## src/rtl/motor_ctrl_pkg.sv

```systemverilog
// Shared types for the per-axis motor command sequencer.
// State encodings, duty width and command saturation helper.
package motor_ctrl_pkg;

    localparam int DUTY_W = 16;

    typedef enum logic [1:0] {
        ST_SAFE = 2'd0,
        ST_RUN  = 2'd1,
        ST_RAMP = 2'd2
    } mc_state_t;

    // Clamp a signed duty request to +/- lim
    function automatic logic signed [DUTY_W-1:0] sat_duty(
        input logic signed [DUTY_W-1:0] d,
        input logic signed [DUTY_W-1:0] lim
    );
        logic signed [DUTY_W-1:0] r;
        r = d;
        if (d > lim) begin
            r = lim;
        end else if (d < -lim) begin
            r = -lim;
        end
        return r;
    endfunction

endpackage

```

## src/rtl/duty_slew_step.sv

```systemverilog
// One slew step of a signed duty value toward a target.
// Never crosses zero or overshoots the target in a single step.
module duty_slew_step
    import motor_ctrl_pkg::*;
(
    input  logic signed [DUTY_W-1:0] cur,
    input  logic signed [DUTY_W-1:0] tgt,
    input  logic        [DUTY_W-1:0] step,
    output logic signed [DUTY_W-1:0] next,
    output logic                     hit_zero_on_reversal
);

    logic signed [DUTY_W:0] w_cur;
    logic signed [DUTY_W:0] w_tgt;
    logic signed [DUTY_W:0] w_step;
    logic signed [DUTY_W:0] w_diff;
    logic signed [DUTY_W:0] w_res;
    logic                   w_rev;

    // Reversal drains toward zero first; otherwise approach the target
    always_comb begin
        w_cur  = {cur[DUTY_W-1], cur};
        w_tgt  = {tgt[DUTY_W-1], tgt};
        w_step = {1'b0, step};
        w_diff = w_tgt - w_cur;
        w_rev  = ((w_cur > 17'sd0) && (w_tgt < 17'sd0)) ||
                 ((w_cur < 17'sd0) && (w_tgt > 17'sd0));
        w_res  = w_cur;
        hit_zero_on_reversal = 1'b0;
        if (w_rev) begin
            if (w_cur > w_step) begin
                w_res = w_cur - w_step;
            end else if (w_cur < -w_step) begin
                w_res = w_cur + w_step;
            end else begin
                w_res = '0;
                hit_zero_on_reversal = 1'b1;
            end
        end else if (w_diff > w_step) begin
            w_res = w_cur + w_step;
        end else if (w_diff < -w_step) begin
            w_res = w_cur - w_step;
        end else begin
            w_res = w_tgt;
        end
        next = w_res[DUTY_W-1:0];
    end

endmodule

```

## src/rtl/motor_cmd_sequencer.sv

```systemverilog
// Per-axis duty sequencer between the SPI slave and a PWM generator.
// Period-aligned slewing, reversal dead time and a ramp-down watchdog.
module motor_cmd_sequencer
    import motor_ctrl_pkg::*;
#(
    parameter int MAX_COUNT  = 4096,
    parameter int SLEW_STEP  = 64,
    parameter int DEAD_TICKS = 2,
    parameter int WDT_CYCLES = 5_000_000
) (
    input  logic                     clk,
    input  logic                     rst,
    input  logic signed [DUTY_W-1:0] cmd_duty,
    input  logic                     cmd_valid,
    input  logic                     period_tick,
    output logic signed [DUTY_W-1:0] duty_out,
    output logic        [1:0]        state,
    output logic                     wdt_trip,
    output logic                     at_target
);

    localparam int WDT_W  = $clog2(WDT_CYCLES + 1);
    localparam int DEAD_W = $clog2(DEAD_TICKS + 2);

    localparam logic [WDT_W-1:0]         WDT_LAST  = WDT_W'(WDT_CYCLES - 1);
    localparam logic signed [DUTY_W-1:0] DUTY_LIM  = DUTY_W'(MAX_COUNT - 1);
    localparam logic [DUTY_W-1:0]        STEP      = DUTY_W'(SLEW_STEP);
    localparam logic [DEAD_W-1:0]        DEAD_LOAD = DEAD_W'(DEAD_TICKS);

    mc_state_t                r_state;
    mc_state_t                w_state_nxt;
    logic signed [DUTY_W-1:0] r_target;
    logic signed [DUTY_W-1:0] w_target_nxt;
    logic signed [DUTY_W-1:0] r_duty;
    logic [WDT_W-1:0]         r_wdt_cnt;
    logic [WDT_W-1:0]         w_wdt_nxt;
    logic [DEAD_W-1:0]        r_dead_cnt;
    logic                     r_wdt_trip;
    logic                     w_trip_nxt;
    logic signed [DUTY_W-1:0] w_slew_next;
    logic                     w_hit_zero;

    duty_slew_step u_step (
        .cur                  (r_duty),
        .tgt                  (r_target),
        .step                 (STEP),
        .next                 (w_slew_next),
        .hit_zero_on_reversal (w_hit_zero)
    );

    // Mode, target and watchdog next-state decode
    always_comb begin
        w_state_nxt  = r_state;
        w_target_nxt = r_target;
        w_wdt_nxt    = r_wdt_cnt;
        w_trip_nxt   = r_wdt_trip;
        unique case (r_state)
            ST_SAFE: begin
                w_target_nxt = '0;
                w_wdt_nxt    = '0;
                if (cmd_valid && (cmd_duty == '0)) begin
                    w_state_nxt = ST_RUN;
                    w_trip_nxt  = 1'b0;
                end
            end
            ST_RUN: begin
                if (cmd_valid) begin
                    w_target_nxt = sat_duty(cmd_duty, DUTY_LIM);
                    w_wdt_nxt    = '0;
                end else if (r_wdt_cnt >= WDT_LAST) begin
                    w_state_nxt  = ST_RAMP;
                    w_target_nxt = '0;
                    w_trip_nxt   = 1'b1;
                    w_wdt_nxt    = '0;
                end else begin
                    w_wdt_nxt = r_wdt_cnt + 1'b1;
                end
            end
            ST_RAMP: begin
                w_target_nxt = '0;
                w_wdt_nxt    = '0;
                if (r_duty == '0) begin
                    w_state_nxt = ST_SAFE;
                end
            end
            default: begin
                w_state_nxt  = ST_SAFE;
                w_target_nxt = '0;
                w_wdt_nxt    = '0;
            end
        endcase
    end

    // Mode register
    always_ff @(posedge clk or posedge rst) begin
        if (rst) begin
            r_state <= ST_SAFE;
        end else begin
            r_state <= w_state_nxt;
        end
    end

    // Target, watchdog counter and sticky trip flag
    always_ff @(posedge clk or posedge rst) begin
        if (rst) begin
            r_target   <= '0;
            r_wdt_cnt  <= '0;
            r_wdt_trip <= 1'b0;
        end else begin
            r_target   <= w_target_nxt;
            r_wdt_cnt  <= w_wdt_nxt;
            r_wdt_trip <= w_trip_nxt;
        end
    end

    // Duty stepping on PWM period boundaries with reversal dead time
    always_ff @(posedge clk or posedge rst) begin
        if (rst) begin
            r_duty     <= '0;
            r_dead_cnt <= '0;
        end else if (r_state == ST_SAFE) begin
            r_duty     <= '0;
            r_dead_cnt <= '0;
        end else if (period_tick) begin
            if (r_dead_cnt != '0) begin
                r_dead_cnt <= r_dead_cnt - 1'b1;
            end else begin
                r_duty <= w_slew_next;
                if (w_hit_zero) begin
                    r_dead_cnt <= DEAD_LOAD;
                end
            end
        end
    end

    assign duty_out  = r_duty;
    assign state     = r_state;
    assign wdt_trip  = r_wdt_trip;
    assign at_target = (r_duty == r_target);

endmodule

```

## config.mk

```make
export PLATFORM = sky130hd
export DESIGN_NAME = motor_cmd_sequencer
export DESIGN_NICKNAME = d
export VERILOG_FILES = /design/src/rtl/motor_ctrl_pkg.sv /design/src/rtl/duty_slew_step.sv /design/src/rtl/motor_cmd_sequencer.sv
export SDC_FILE = /design/constraint.sdc
export NUM_CORES = 1
export LEC_CHECK = 0
export ABC_AREA = 1
export CORE_MARGIN = 1
export CORE_UTILIZATION = 40
export DETAILED_ROUTE_END_ITERATION = 8
export GPL_TIMING_DRIVEN = 0
export PLACE_DENSITY = 0.7
export SLEW_MARGIN = 15
export SYNTH_ARGS = -nofsm -noshare
export SYNTH_HDL_FRONTEND = slang
export SYNTH_SLANG_ARGS = --single-unit
```

## constraint.sdc

```tcl
create_clock -name clk -period 2.4 [get_ports clk]
set_clock_uncertainty 0.2 [all_clocks]
set_input_delay 0.24 -clock clk [delete_from_list [all_inputs] [get_ports clk]]
set_output_delay 0.24 -clock clk [all_outputs]
set_load 0.01 [all_outputs]
```

# Word level (Yosys, flattened, before mapping)
# Index checks and enable logic that the tools add are counted.
dict set report totals {
  register_bits 60
  in_bits 20
  output_inout_bits 20
  wordCells 78
}
dict set report op_classes {
  add_sub_neg 5
  order_cmp 11
  n_eq_ne 9
  muxes 32
  n_reduce_logical 15
}
# operator count
set ops {}
lappend ops {{16-bit 2-to-1 mux} 13}
lappend ops {{23-bit 2-to-1 mux} 3}
lappend ops {{16-bit by 1-bit greater-than comparator with 1-bit output (second input constant)} 2}
lappend ops {{16-bit zero test} 2}
lappend ops {{16-bit by 1-bit less-than comparator with 1-bit output (second input constant)} 2}
lappend ops {{23-bit by 1-bit adder with 23-bit output (second input constant)} 1}
lappend ops {{23-bit greater-or-equal comparator (second input constant)} 1}
lappend ops {{17-bit by 8-bit greater-than comparator with 1-bit output (second input constant)} 1}
lappend ops {{17-bit by 7-bit less-than comparator with 1-bit output (second input constant)} 1}
lappend ops {{16-bit by 16-bit subtractor with 17-bit output} 1}
lappend ops {{16-bit by 8-bit adder with 16-bit output (second input constant)} 1}
lappend ops {{16-bit == test} 1}
lappend ops {{16-bit by 13-bit greater-than comparator with 1-bit output (second input constant)} 1}
lappend ops {{16-bit by 8-bit greater-than comparator with 1-bit output (second input constant)} 1}
lappend ops {{16-bit by 13-bit less-than comparator with 1-bit output (second input constant)} 1}
lappend ops {{16-bit by 7-bit less-than comparator with 1-bit output (second input constant)} 1}
lappend ops {{2-bit 2-to-1 mux} 8}
lappend ops {{16-bit by 8-bit subtractor with 16-bit output (second input constant)} 1}
lappend ops {{2-bit inequality test (second input constant)} 5}
lappend ops {{4-bit AND reduction} 2}
lappend ops {{1-bit 2-to-1 mux} 6}
lappend ops {{2-bit one-hot mux with 3 select lines} 1}
lappend ops {{2-bit nonzero test} 3}
lappend ops {{2-bit AND reduction} 2}
lappend ops {{9 further kinds} 11}

# Depth between registers and ports, before layout
# Gate-level depths: netlist of run 1.
dict set report logic_depth {
  depth_word 8
  ltp_mapped 22
  depth_no_buf 21
}

# By module
# Synthesis of run 1 repeated with hierarchy kept, for this count alone.
dict set report hier_totals {
  cells_unflattened 1309
  hier_area_um2 8469.4
}
# module instances cells_per_inst area_each_um2 seq_area_each_um2
set by_module_without_submodules {}
lappend by_module_without_submodules {duty_slew_step 1 837 4941.0 0.0}
lappend by_module_without_submodules {motor_cmd_sequencer 1 472 3528.4 1501.4}

# Worst setup path after synthesis of run 1
# No wires, ideal clock.
dict set report synth_timing {
  kind {flip-flop to flip-flop}
  startpoint {register r_duty[11] (netlist: duty_out[11])}
  endpoint {register r_duty[15] (netlist: duty_out[15])}
  t_arrival_ns 2.410
  t_required_ns 2.084
  path_slack_ns -0.327
  stages_incl_launch_ff 20
  synth_period_minus_slack_ns 2.727
  path_cell_list {dfrtp_1 -> clkbuf_1 -> inv_1 -> ha_1 -> nand2_2 -> inv_1 -> a21oi_2 -> nor3_1 -> nor2_1 -> nand2_1 -> xor2_1 -> buf_4 -> nand2_4 -> buf_6 -> nand2_2 -> nand3_2 -> nand2_1 -> nand2_1 -> nand2_1 -> nand2_1}
}
dict set report synth_between {
  elab_chain_len 8
  word_cells_on_any_way 20
  cone_classes {add/sub: 3; order compare: 6; mux: 8; reduce/logical: 3}
}
# item line_no
set synth_lines {}
lappend synth_lines {{start: declaration} motor_cmd_sequencer.sv:34} ;# logic signed [DUTY_W-1:0] r_duty;
lappend synth_lines {{start signal: assignment} motor_cmd_sequencer.sv:128} ;# r_duty <= w_slew_next;
lappend synth_lines {{16-bit by 16-bit subtractor with 17-bit output} duty_slew_step.sv:25} ;# w_diff = w_tgt - w_cur;
lappend synth_lines {{17-bit by 7-bit less-than comparator with 1-bit output} duty_slew_step.sv:41} ;# end else if (w_diff < -w_step) begin
lappend synth_lines {{16-bit 2-to-1 mux} duty_slew_step.sv:41}
lappend synth_lines {{16-bit 2-to-1 mux} duty_slew_step.sv:39} ;# end else if (w_diff > w_step) begin
lappend synth_lines {{16-bit 2-to-1 mux *} duty_slew_step.sv:30} ;# if (w_rev) begin
lappend synth_lines {{16-bit 2-to-1 mux *} motor_cmd_sequencer.sv:125} ;# if (r_dead_cnt != '0) begin
lappend synth_lines {{16-bit 2-to-1 mux *} motor_cmd_sequencer.sv:124} ;# end else if (period_tick) begin
lappend synth_lines {{16-bit 2-to-1 mux *} motor_cmd_sequencer.sv:121} ;# end else if (r_state == ST_SAFE) begin
# Every way passes the cells marked *; elsewhere a longest branch is shown, timed or not. The select of a mux whose other input is x is not followed.
# A chain may end at the register's enable or synchronous reset.

# Worst setup path after layout of run 1
dict set report layout_timing {
  startpoint {register r_target[0]}
  endpoint {register r_duty[15] (netlist: duty_out[15])}
}
dict set report layout_between {
  elab_chain_len 8
  word_cells_on_any_way 14
  cone_classes {add/sub: 1; order compare: 4; mux: 6; reduce/logical: 3}
}
# item line_no
set layout_lines {}
lappend layout_lines {{start: declaration} motor_cmd_sequencer.sv:32} ;# logic signed [DUTY_W-1:0] r_target;
lappend layout_lines {{start signal: assignment} motor_cmd_sequencer.sv:110} ;# r_target <= w_target_nxt;
lappend layout_lines {{16-bit by 16-bit subtractor with 17-bit output} duty_slew_step.sv:25}
lappend layout_lines {{17-bit by 7-bit less-than comparator with 1-bit output} duty_slew_step.sv:41}
lappend layout_lines {{16-bit 2-to-1 mux} duty_slew_step.sv:41}
lappend layout_lines {{16-bit 2-to-1 mux} duty_slew_step.sv:39}
lappend layout_lines {{16-bit 2-to-1 mux *} duty_slew_step.sv:30}
lappend layout_lines {{16-bit 2-to-1 mux *} motor_cmd_sequencer.sv:125}
lappend layout_lines {{16-bit 2-to-1 mux *} motor_cmd_sequencer.sv:124}
lappend layout_lines {{16-bit 2-to-1 mux *} motor_cmd_sequencer.sv:121}
# Marks and branches as above.

==> results of run 1 <==
[routing by layer]
layer / vias to the layer above / GRT usage / part of all wire / routed length, µm
met1: 2514 / 0.281 / 0.43 / 6450
met2: 171 / 0.402 / 0.49 / 7430
met3: 50 / 0.0311 / 0.047 / 717
met4: 0 / 0.0892 / 0.032 / 489
met5: - / 0 / 0 / 0
li1: 2699 / - / - / -
[power by group]
group          leakage, nW  internal [mW]  switching (mW)
combinational         2.51           2.77            4.08
clock                0.139          0.797           0.453
sequential           0.815           1.15           0.173
[kinds of logic (layout without fill, tap and decap cells)]
| kind of cell | Yosys count | in the layout | synth area share |
|---|---|---|---|
| buf+inv | 154 | 248 | 0.118 |
| flops | 60 | 60 | 0.295 |
| compound gates | 77 | 77 | 0.0881 |
| simple gates | 452 | 452 | 0.396 |
| fa+ha+maj | 25 | 25 | 0.0630 |
| xor+xnor | 23 | 23 | 0.0396 |
[final cells by class]
type	count	area [µm²]
fillers	1148	5240
multi-input cells	577	3560
flip-flops and latches	60	1510
repair buffers	79	707
inverters	138	526
clock buffers	11	233
well taps	168	210
plain buffers	15	168
clock inverters	5	52.6
[timing repair]
action | CTS | global route
cloned | 1 | 1
hold buffers | 0 | 0
setup endpoints to repair | 51 | 50
resized for setup | 60 | 105
hold endpoints to repair | 0 | 0
pin swaps | 38 | 36
buffers inserted | 14 | 24
[state kept, by name, indices dropped and copies added, names as in the netlist]
register	cells
duty_out	16
r_dead_cnt	2
r_target	16
r_wdt_cnt	23
state	2
wdt_trip	1
[layout by cell type (no fill, tap or decap), types with 11 or more instances in the layout]
cell                              Yosys  final
sky130_fd_sc_hd__nor2_2               5     11
sky130_fd_sc_hd__o21ai_0             37     34
sky130_fd_sc_hd__a21oi_1             19     15
sky130_fd_sc_hd__nand4_1             24     24
sky130_fd_sc_hd__dfrtp_1             60     53
sky130_fd_sc_hd__nand3_1             65     47
sky130_fd_sc_hd__nand2_1            220    191
sky130_fd_sc_hd__nand2_2              9     25
sky130_fd_sc_hd__nor3_1              16     13
sky130_fd_sc_hd__inv_2                2     16
sky130_fd_sc_hd__inv_1              136    119
sky130_fd_sc_hd__buf_4                3     39
sky130_fd_sc_hd__clkdlybuf4s50_1      0     38
sky130_fd_sc_hd__nor2_1              83     71
sky130_fd_sc_hd__xor2_1              21     19
sky130_fd_sc_hd__ha_4                 0     13
sky130_fd_sc_hd__nand3_2              4     17
sky130_fd_sc_hd__nand2_4              2     14
[critical path: cells and delay by family (launching register included)]
kind / cells / cell delay, ns
xor gates and xnor gates: 1 / 0.19
and+or+nand+nor: 13 / 0.92
adders and majority gates: 2 / 0.53
DFF: 1 / 0.37
buffers and inverters: 4 / 0.46
[through the flow]
step | total power, mW | setup WS [ns] | cell area [µm²] | hold slack (ns)
after global placement | 6.11 | -0.837 | 5790 | 0.280
after detailed placement | 6.14 | -0.581 | 5790 | 0.286
after CTS | 8.19 | -0.432 | 6400 | 0.246
final | 9.43 | -0.392 | 6970 | 0.194
after global routing | 10.1 | -0.511 | 6970 | 0.290
after floorplan | 4.99 | -0.154 | 5180 | 0.179
[synthesized netlist by cell type, drive strengths merged]
library cell / count / area (µm²)
ha: 24 / 300
or3: 1 / 6.26
a211o: 1 / 8.76
a21oi: 20 / 104
nor3: 17 / 90.1
o2111ai: 1 / 8.76
nor3b: 3 / 22.5
clkbuf: 9 / 33.8
nor4: 8 / 50.1
fa: 1 / 20.0
dfrtp: 60 / 1500
o221ai: 1 / 8.76
xnor2: 2 / 17.5
inv: 138 / 518
nor2: 89 / 354
and3b: 1 / 8.76
o21ai: 40 / 204
xor2: 21 / 184
nand3: 69 / 365
a32o: 4 / 40.0
buf: 7 / 48.8
a31oi: 1 / 6.26
nand3b: 4 / 30.0
o21a: 1 / 7.51
o32ai: 1 / 8.76
o211ai: 1 / 7.51
or2: 4 / 25.0
a21boi: 1 / 7.51
and2: 1 / 6.26
o21bai: 2 / 15.0
nand4: 24 / 150
a211oi: 2 / 15.0
nand2: 231 / 905
o22ai: 1 / 6.26
[how the worst max path moves through the flow]
stage           startpoint       endpoint  depth (start not counted)
2_1_floorplan  duty_out[0]   duty_out[15]                         19
3_3_place_gp           rst    duty_out[6]                          2
3_5_place_dp   duty_out[7]    duty_out[1]                         18
4_1_cts        duty_out[0]    duty_out[8]                         18
5_1_grt        duty_out[8]  r_dead_cnt[0]                         16
6_report       r_target[0]   duty_out[15]                         20
==> flow_summary.rst, run 1 <==
.. list-table::
   :header-rows: 1

   * - Metric
     - Value
   * - Critical-path cell with the highest stage delay
     - sky130_fd_sc_hd__dfrtp_1
   * - Highest net fanout along the worst path
     - 5
   * - Number of input and output port buffers inserted
     - 39
   * - Height of the chip
     - between 100 and 150 µm
   * - Violated checks
     - setup timing
   * - Post-detailed-routing wire length
     - 15100 µm
   * - Post-route non-filler standard cell count
     - between 1000 and 1500
   * - Status
     - finished with violations
   * - Cells after Synth
     - 791
   * - Type of element capturing the critical path
     - flip-flop
   * - Global Route Usage Sum
     - 0.227
   * - Number of CTS-inserted buffers
     - 9
   * - Initial detailed-routing violation count
     - 405
   * - Slack of the worst reg-to-reg path
     - -0.39 ns
   * - Hold Violations, Final
     - 0
   * - Classification of the worst-slack hold path
     - in -> async
   * - Slew @ Worst Pin
     - 0.750 ns
   * - Total power divided by cell area
     - ~1400 nW/µm²
   * - Detail-routed net length per standard cell
     - ~14 µm
   * - Post-DR vias/cell
     - 5.16
   * - Setup crit start kind
     - flip-flop
   * - Worst rel slew slack
     - 0.500
   * - Length in cells of the worst reg-to-reg path
     - 20
   * - Number of distinct library cell variants in the gate-level netlist after synthesis
     - 47
   * - Post-layout net count
     - 925
   * - Setup repair after global routing missed its margin
     - yes
   * - Series of cell instances along the critical path
     - inv_2 > ha_4 > fa_2 > inv_2 > nand3_4 > nand2_4 > nand2_4 > nand2_4 > nand4_1 > nand2_2 > xor2_2 > buf_6 > nand2_4 > buf_6 > nand2_2 > nand3_2 > nand2_1 > nand2_1 > nand2_1 > nand2_1
   * - Top-level I/O count
     - 40
   * - # setup viols final
     - 18
   * - Tmin final
     - 2.79 ns
   * - Data required time at the worst endpoint
     - 2.42 ns
   * - Leakage dissipation
     - between 3 and 4 nW
   * - Reg-to-Reg End
     - duty_out[15]
   * - Pre-Repair DR Iteration Count
     - 5
   * - TritonCTS clock tree
     - built
   * - Die Span X
     - 115 µm
   * - Post-Synthesis Mean Instance Area
     - 6.43 µm²
   * - FP Rows
     - 40
   * - Share of post-route cells with drive strength above 1
     - 0.236
   * - Cells after DPL
     - 998
   * - Arrival time at the worst endpoint
     - 2.82 ns
   * - Cell Area, Synth
     - 5080 µm²
   * - Maximum number of pins on one net before global-route repair
     - 61
   * - Number of remaining DRC errors
     - 0
   * - Slack of the critical path
     - -0.392 ns
   * - Routed vias
     - 5434
   * - First-pass GRT wire length
     - about 23000 µm
   * - Sinks on Clock Net
     - 60
   * - H-Tree Depth
     - 3
   * - Final core occ
     - 0.571
   * - Antenna violations before repair
     - 0
   * - Maximum resistive drop on vdd
     - 0.637 mV
   * - Antenna Diode Count
     - 0
   * - Total Negative Setup Slacks
     - -5.77 ns
   * - Number of max-slew violations in the final report
     - 0
   * - Post-synthesis sequential element count
     - 60
   * - Largest stage delay on the critical path
     - 0.37 ns
   * - Sequential share of the synthesized area
     - 0.295
   * - Post-synthesis net count
     - roughly 840
   * - Number of maximum-capacitance constraint violations
     - 0
   * - Crit Path Category
     - reg -> reg
   * - Tcrit/Tclk final
     - 1.16
   * - FMAX
     - 358 MHz
   * - Initial core utilization
     - 0.416
   * - Yosys warning total
     - 0
   * - Clock edge transition at the registers on the reported setup and hold paths
     - 0.06 ns
   * - Clock root buffer
     - sky130_fd_sc_hd__clkbuf_16
   * - Relative area change from synthesis to final layout
     - 37.1%
   * - CTS max path bufs
     - 2
   * - Weighted congestion reported at the end of routability-driven placement
     - around 0.93
   * - Area of the die
     - between 10000 and 15000 µm²
   * - Reg-to-reg critical path startpoint
     - r_target[0]
   * - Overflow left after global routing
     - 0
   * - Clock network latency to the later pin of the worst-skew pair
     - roughly 0.33 ns
   * - Via count of the first global-routing pass
     - 4896
   * - Antenna Nets Post-Route
     - 0
   * - Detailed placer's ending HPWL
     - ~11000 µm
   * - Floorplan Core Area
     - 12200 µm²
Note: power is estimated with default switching activity, not from simulation.
==> inputs of run 2 (changes only) <==
--- a/config.mk
+++ b/config.mk
@@ -5,12 +5,13 @@
 export SDC_FILE = /design/constraint.sdc
 export NUM_CORES = 1
 export LEC_CHECK = 0
-export ABC_AREA = 1
+export CELL_PAD_IN_SITES_DETAIL_PLACEMENT = 0
+export CELL_PAD_IN_SITES_GLOBAL_PLACEMENT = 2
 export CORE_MARGIN = 1
-export CORE_UTILIZATION = 40
+export CORE_UTILIZATION = 32
 export DETAILED_ROUTE_END_ITERATION = 8
 export GPL_TIMING_DRIVEN = 0
-export PLACE_DENSITY = 0.7
+export PLACE_DENSITY = 0.86
 export SLEW_MARGIN = 15
 export SYNTH_ARGS = -nofsm -noshare
 export SYNTH_HDL_FRONTEND = slang
==> flow_summary.rst, run 2 <==
.. list-table::
   :header-rows: 1

   * - Metric
     - Value
   * - Status
     - finished with violations (unchanged)
   * - Violated checks
     - setup timing (unchanged)
   * - Area share of fa/ha/maj cells after synthesis
     - 0.0651 (was 0.0630)
   * - Initial core utilization
     - 0.333 (was 0.416)
   * - Slew @ Worst Pin
     - 0.872 ns (was 0.750 ns)
   * - Sinks on Clock Net
     - 60 (unchanged)
   * - Detailed placer's ending HPWL
     - 11100 µm (was 10600 µm)
   * - Register cell area after layout
     - 1510 µm² (about the same)
   * - TritonCTS clock tree
     - built (unchanged)
   * - Area of the die
     - 15900 µm² (was 13200 µm²)
   * - Ranking of synthesized cells by instance count
     - 69 x sky130_fd_sc_hd__nor2_1, 60 x sky130_fd_sc_hd__dfrtp_1, 54 x sky130_fd_sc_hd__nand2_1 (was 220 x sky130_fd_sc_hd__nand2_1, 136 x sky130_fd_sc_hd__inv_1, 83 x sky130_fd_sc_hd__nor2_1)
   * - Classification of the worst-slack hold path
     - in -> async (unchanged)
   * - Synthesized-area fraction occupied by and/or/nand/nor cells
     - 0.237 (was 0.396)
   * - Share of post-route cells with drive strength above 1
     - 0.234 (was 0.236)
   * - Area occupied by multi-input gates
     - 3590 µm² (was 3560 µm²)
   * - Detail-routed net length per standard cell
     - 17.4 µm (was 14.3 µm)
   * - H-Tree Depth
     - 3 (unchanged)
   * - Top-level I/O count
     - 40 (unchanged)
   * - Type of element capturing the critical path
     - flip-flop (unchanged)
   * - Dominant combinational cell family by area after synthesis
     - compound AO/OA/AOI/OAI gates (was simple AND/OR/NAND/NOR gates)
   * - Number of synthesized flops with an enable pin
     - 0 (unchanged)
   * - Die Span X
     - 126 µm (was 115 µm)
   * - Fraction of post-synthesis cell area in the top cell type by area
     - 0.305 (was 0.295)
   * - Data required time at the worst endpoint
     - 2.41 ns (was 2.42 ns)
   * - Post-DR vias/cell
     - 5.60 (was 5.16)
   * - Tcrit/Tclk final
     - 1.69 (was 1.16)
   * - Floorplan Core Area
     - 14800 µm² (was 12200 µm²)
   * - Fillcell total
     - 1417 (was 1148)
   * - Post-detailed-routing wire length
     - 15300 µm (was 15100 µm)
   * - Leading area contributor after synthesis
     - sky130_fd_sc_hd__dfrtp_1 (unchanged)
   * - Total power divided by cell area
     - 365 nW/µm² (was 1350 nW/µm²)
   * - Clock network latency to the later pin of the worst-skew pair
     - 0.33 ns (about the same)
   * - Register with the highest flop count
     - r_wdt_cnt (unchanged)
   * - Total power consumption of the routed design
     - 2.46 mW (was 9.43 mW)
   * - Antenna Diode Count
     - 0 (unchanged)
   * - Setup crit start kind
     - flip-flop (unchanged)
   * - Worst rel slew slack
     - 0.419 (was 0.500)
   * - Dominant cells by area after synthesis
     - sky130_fd_sc_hd__dfrtp_1 31%, sky130_fd_sc_hd__ha_1 6.1%, sky130_fd_sc_hd__nor2_1 5.3%, sky130_fd_sc_hd__nand2_1 4.1%, sky130_fd_sc_hd__o21ai_0 3.7% (was sky130_fd_sc_hd__dfrtp_1 30%, sky130_fd_sc_hd__nand2_1 16%, sky130_fd_sc_hd__inv_1 10%, sky130_fd_sc_hd__nand3_1 6.4%, sky130_fd_sc_hd__nor2_1 6.1%)
   * - Global Route Usage Sum
     - 0.194 (was 0.227)
   * - Via count of the first global-routing pass
     - 4577 (was 4896)
   * - Post-Synth XOR/XNOR Area
     - 0.0659 (was 0.0396)
   * - Top FF cell, synth
     - sky130_fd_sc_hd__dfrtp_1 (unchanged)
   * - First-pass GRT wire length
     - 24400 µm (was 23200 µm)
   * - Post-layout net count
     - 732 (was 925)
   * - Number of max-slew violations in the final report
     - 0 (unchanged)
   * - Initial detailed-routing violation count
     - 401 (was 405)
   * - Leakage dissipation
     - 2.83 nW (was 3.47 nW)
   * - Most frequently used cell type in the post-synthesis netlist
     - sky130_fd_sc_hd__nor2_1 (was sky130_fd_sc_hd__nand2_1)
   * - Tmin final
     - 4.06 ns (was 2.79 ns)
   * - Post-synthesis net count
     - 650 (was 836)
   * - Highest net fanout along the worst path
     - 4 (was 5)
   * - Cell area after layout
     - 6720 µm² (was 6970 µm²)
   * - Fraction of registers with async set/reset
     - 1.00 (unchanged)
   * - Height of the chip
     - 126 µm (was 115 µm)
   * - Leading cell type in the layout, fill and taps excluded
     - sky130_fd_sc_hd__nor2_1 (was sky130_fd_sc_hd__nand2_1)
   * - Hold Violations, Final
     - 0 (unchanged)
   * - Clock edge transition at the registers on the reported setup and hold paths
     - 0.06 ns (about the same)
   * - Number of distinct library cell variants in the gate-level netlist after synthesis
     - 81 (was 47)
   * - Most used cells in the layout excluding fill and tap cells
     - 66 x sky130_fd_sc_hd__nor2_1, 52 x sky130_fd_sc_hd__dfrtp_1, 51 x sky130_fd_sc_hd__nand2_1 (was 191 x sky130_fd_sc_hd__nand2_1, 119 x sky130_fd_sc_hd__inv_1, 71 x sky130_fd_sc_hd__nor2_1)
   * - FP Rows
     - 44 (was 40)
   * - Worst-case hold slack
     - 0.0154 ns (was 0.194 ns)
   * - FMAX
     - 246 MHz (was 358 MHz)
   * - Mux contribution to synthesized area
     - 0.0178 (was 0)
   * - Antenna Nets Post-Route
     - 0 (unchanged)
   * - Antenna violations before repair
     - 0 (unchanged)
   * - Setup repair after global routing missed its margin
     - yes (unchanged)
   * - Pre-Repair DR Iteration Count
     - 5 (unchanged)
   * - Post-synthesis sequential element count
     - 60 (unchanged)
   * - Number of maximum-capacitance constraint violations
     - 0 (unchanged)
   * - Number of input and output port buffers inserted
     - 38 (was 39)
   * - Flip-flop count of the largest register after layout
     - 23 (unchanged)
   * - Clock root buffer
     - sky130_fd_sc_hd__clkbuf_16 (unchanged)
   * - Crit Path Category
     - reg -> reg (unchanged)
   * - Weighted congestion reported at the end of routability-driven placement
     - 0.845 (was 0.932)
   * - CTS max path bufs
     - 2 (unchanged)
   * - Relative area change from synthesis to final layout
     - 36.6% (was 37.1%)
   * - Cell Area, Synth
     - 4920 µm² (was 5080 µm²)
   * - Maximum number of pins on one net before global-route repair
     - 41 (was 61)
   * - Maximum resistive drop on vdd
     - 0.373 mV (was 0.637 mV)
   * - # setup viols final
     - 17 (was 18)
   * - Slack of the critical path
     - -1.66 ns (was -0.392 ns)
   * - Routed vias
     - 4902 (was 5434)
   * - Number of CTS-inserted buffers
     - 9 (unchanged)
   * - Arrival time at the worst endpoint
     - 4.07 ns (was 2.82 ns)
   * - Cells after Synth
     - 605 (was 791)
   * - Post-Synthesis Mean Instance Area
     - 8.13 µm² (was 6.43 µm²)
   * - Sequential share of the synthesized area
     - 0.305 (was 0.295)
   * - Placed Instance Area
     - 5580 µm² (was 5790 µm²)
   * - Number of remaining DRC errors
     - 0 (unchanged)
   * - Overflow left after global routing
     - 0 (unchanged)
   * - Yosys warning total
     - 0 (unchanged)
   * - Total Negative Setup Slacks
     - -25.71 ns (was -5.77 ns)
   * - Compound-gate portion of the synthesized area
     - 0.250 (was 0.0881)
==> run 2: cell count changes after synthesis, sizes merged, moves of 9 or more <==
cell    previous run  this run
xnor2              2        20
nor2              89        70
nand2            231        54
clkbuf             9        18
nand4             24        10
a22o               0        10
and3               0         9
inv              138        40
nand3             69        23
==> run 2: timing repair <==
action / in CTS / in global routing
buffers inserted: 24 / 13
endpoints found under the setup margin: 49 / 51
hold buffers: 0 / 0
resized for setup: 78 / 44
pin swaps: 11 / 15
==> run 2: power breakdown <==
part	total, mW	switching, mW	internal [mW]
Clock	1.31	0.500	0.808
Combinational	0.135	0.0755	0.0598
Sequential	1.01	0.000266	1.01
Total	2.46	0.576	1.88
==> run 2: path summary, 6_finish.rpt <==
check,to,slack [ns],cells past startpoint,start
max reg2reg,duty_out[11],-1.66,12,duty_out[0]
max in group asynchronous,duty_out[15],1.46,3,rst
min reg2reg,wdt_trip,0.34,1,wdt_trip
min,r_wdt_cnt[16],0.02,2,rst
min in group clk,r_dead_cnt[1],0.13,3,period_tick
max,duty_out[11],-1.66,12,duty_out[0]
==> run 2: layout make-up <==
| type | count | area share |
|---|---|---|
| Buffer | 25 | 0.0294 |
| Clock inverter | 7 | 0.0112 |
| Inverter | 41 | 0.0244 |
| Tap cell | 184 | 0.0342 |
| Multi-Input combinational cell | 474 | 0.534 |
| Timing Repair Buffer | 76 | 0.109 |
| Sequential cell | 60 | 0.225 |
| Clock buffer | 9 | 0.0335 |
==> run 2: logic make-up (layout without fill, tap and decap cells) <==
kind of cell    Yosys count  in the layout
buf+inv                  71            158
compound gates          172            172
xor+xnor                 37             37
mux                       8              8
flops                    60             60
fa+ha+maj                25             25
simple gates            232            232
==> run 2: metrics by stage <==
stage	cells	util	worst slack, ns
detailed placement	828	0.378	-2.02
floorplan	605	-	-1.36
CTS	864	0.434	-1.70
global route	876	0.456	-1.74
global placement	827	0.377	-2.02
finish	876	0.456	-1.66
==> run 2: layer usage <==
metal	share of wire	wire (µm)	track usage
met1	0.46	7080	0.261
met4	0.015	225	0.0539
met3	0.040	614	0.0353
met2	0.48	7370	0.319
met5	0	0	0
==> run 2: critical path, stage by stage (launching register included) <==
cell	delay [ns]
sky130_fd_sc_hd__dfrtp_1	0.40
sky130_fd_sc_hd__ha_2	0.20
sky130_fd_sc_hd__fa_2	0.34
sky130_fd_sc_hd__nand2b_4	0.17
sky130_fd_sc_hd__a2111o_1	0.39
sky130_fd_sc_hd__o311a_1	0.18
sky130_fd_sc_hd__or4b_4	0.50
sky130_fd_sc_hd__or4_4	0.47
sky130_fd_sc_hd__buf_6	0.14
sky130_fd_sc_hd__nor4_4	0.23
sky130_fd_sc_hd__mux2i_4	0.17
sky130_fd_sc_hd__o21a_1	0.24
sky130_fd_sc_hd__a221o_1	0.30
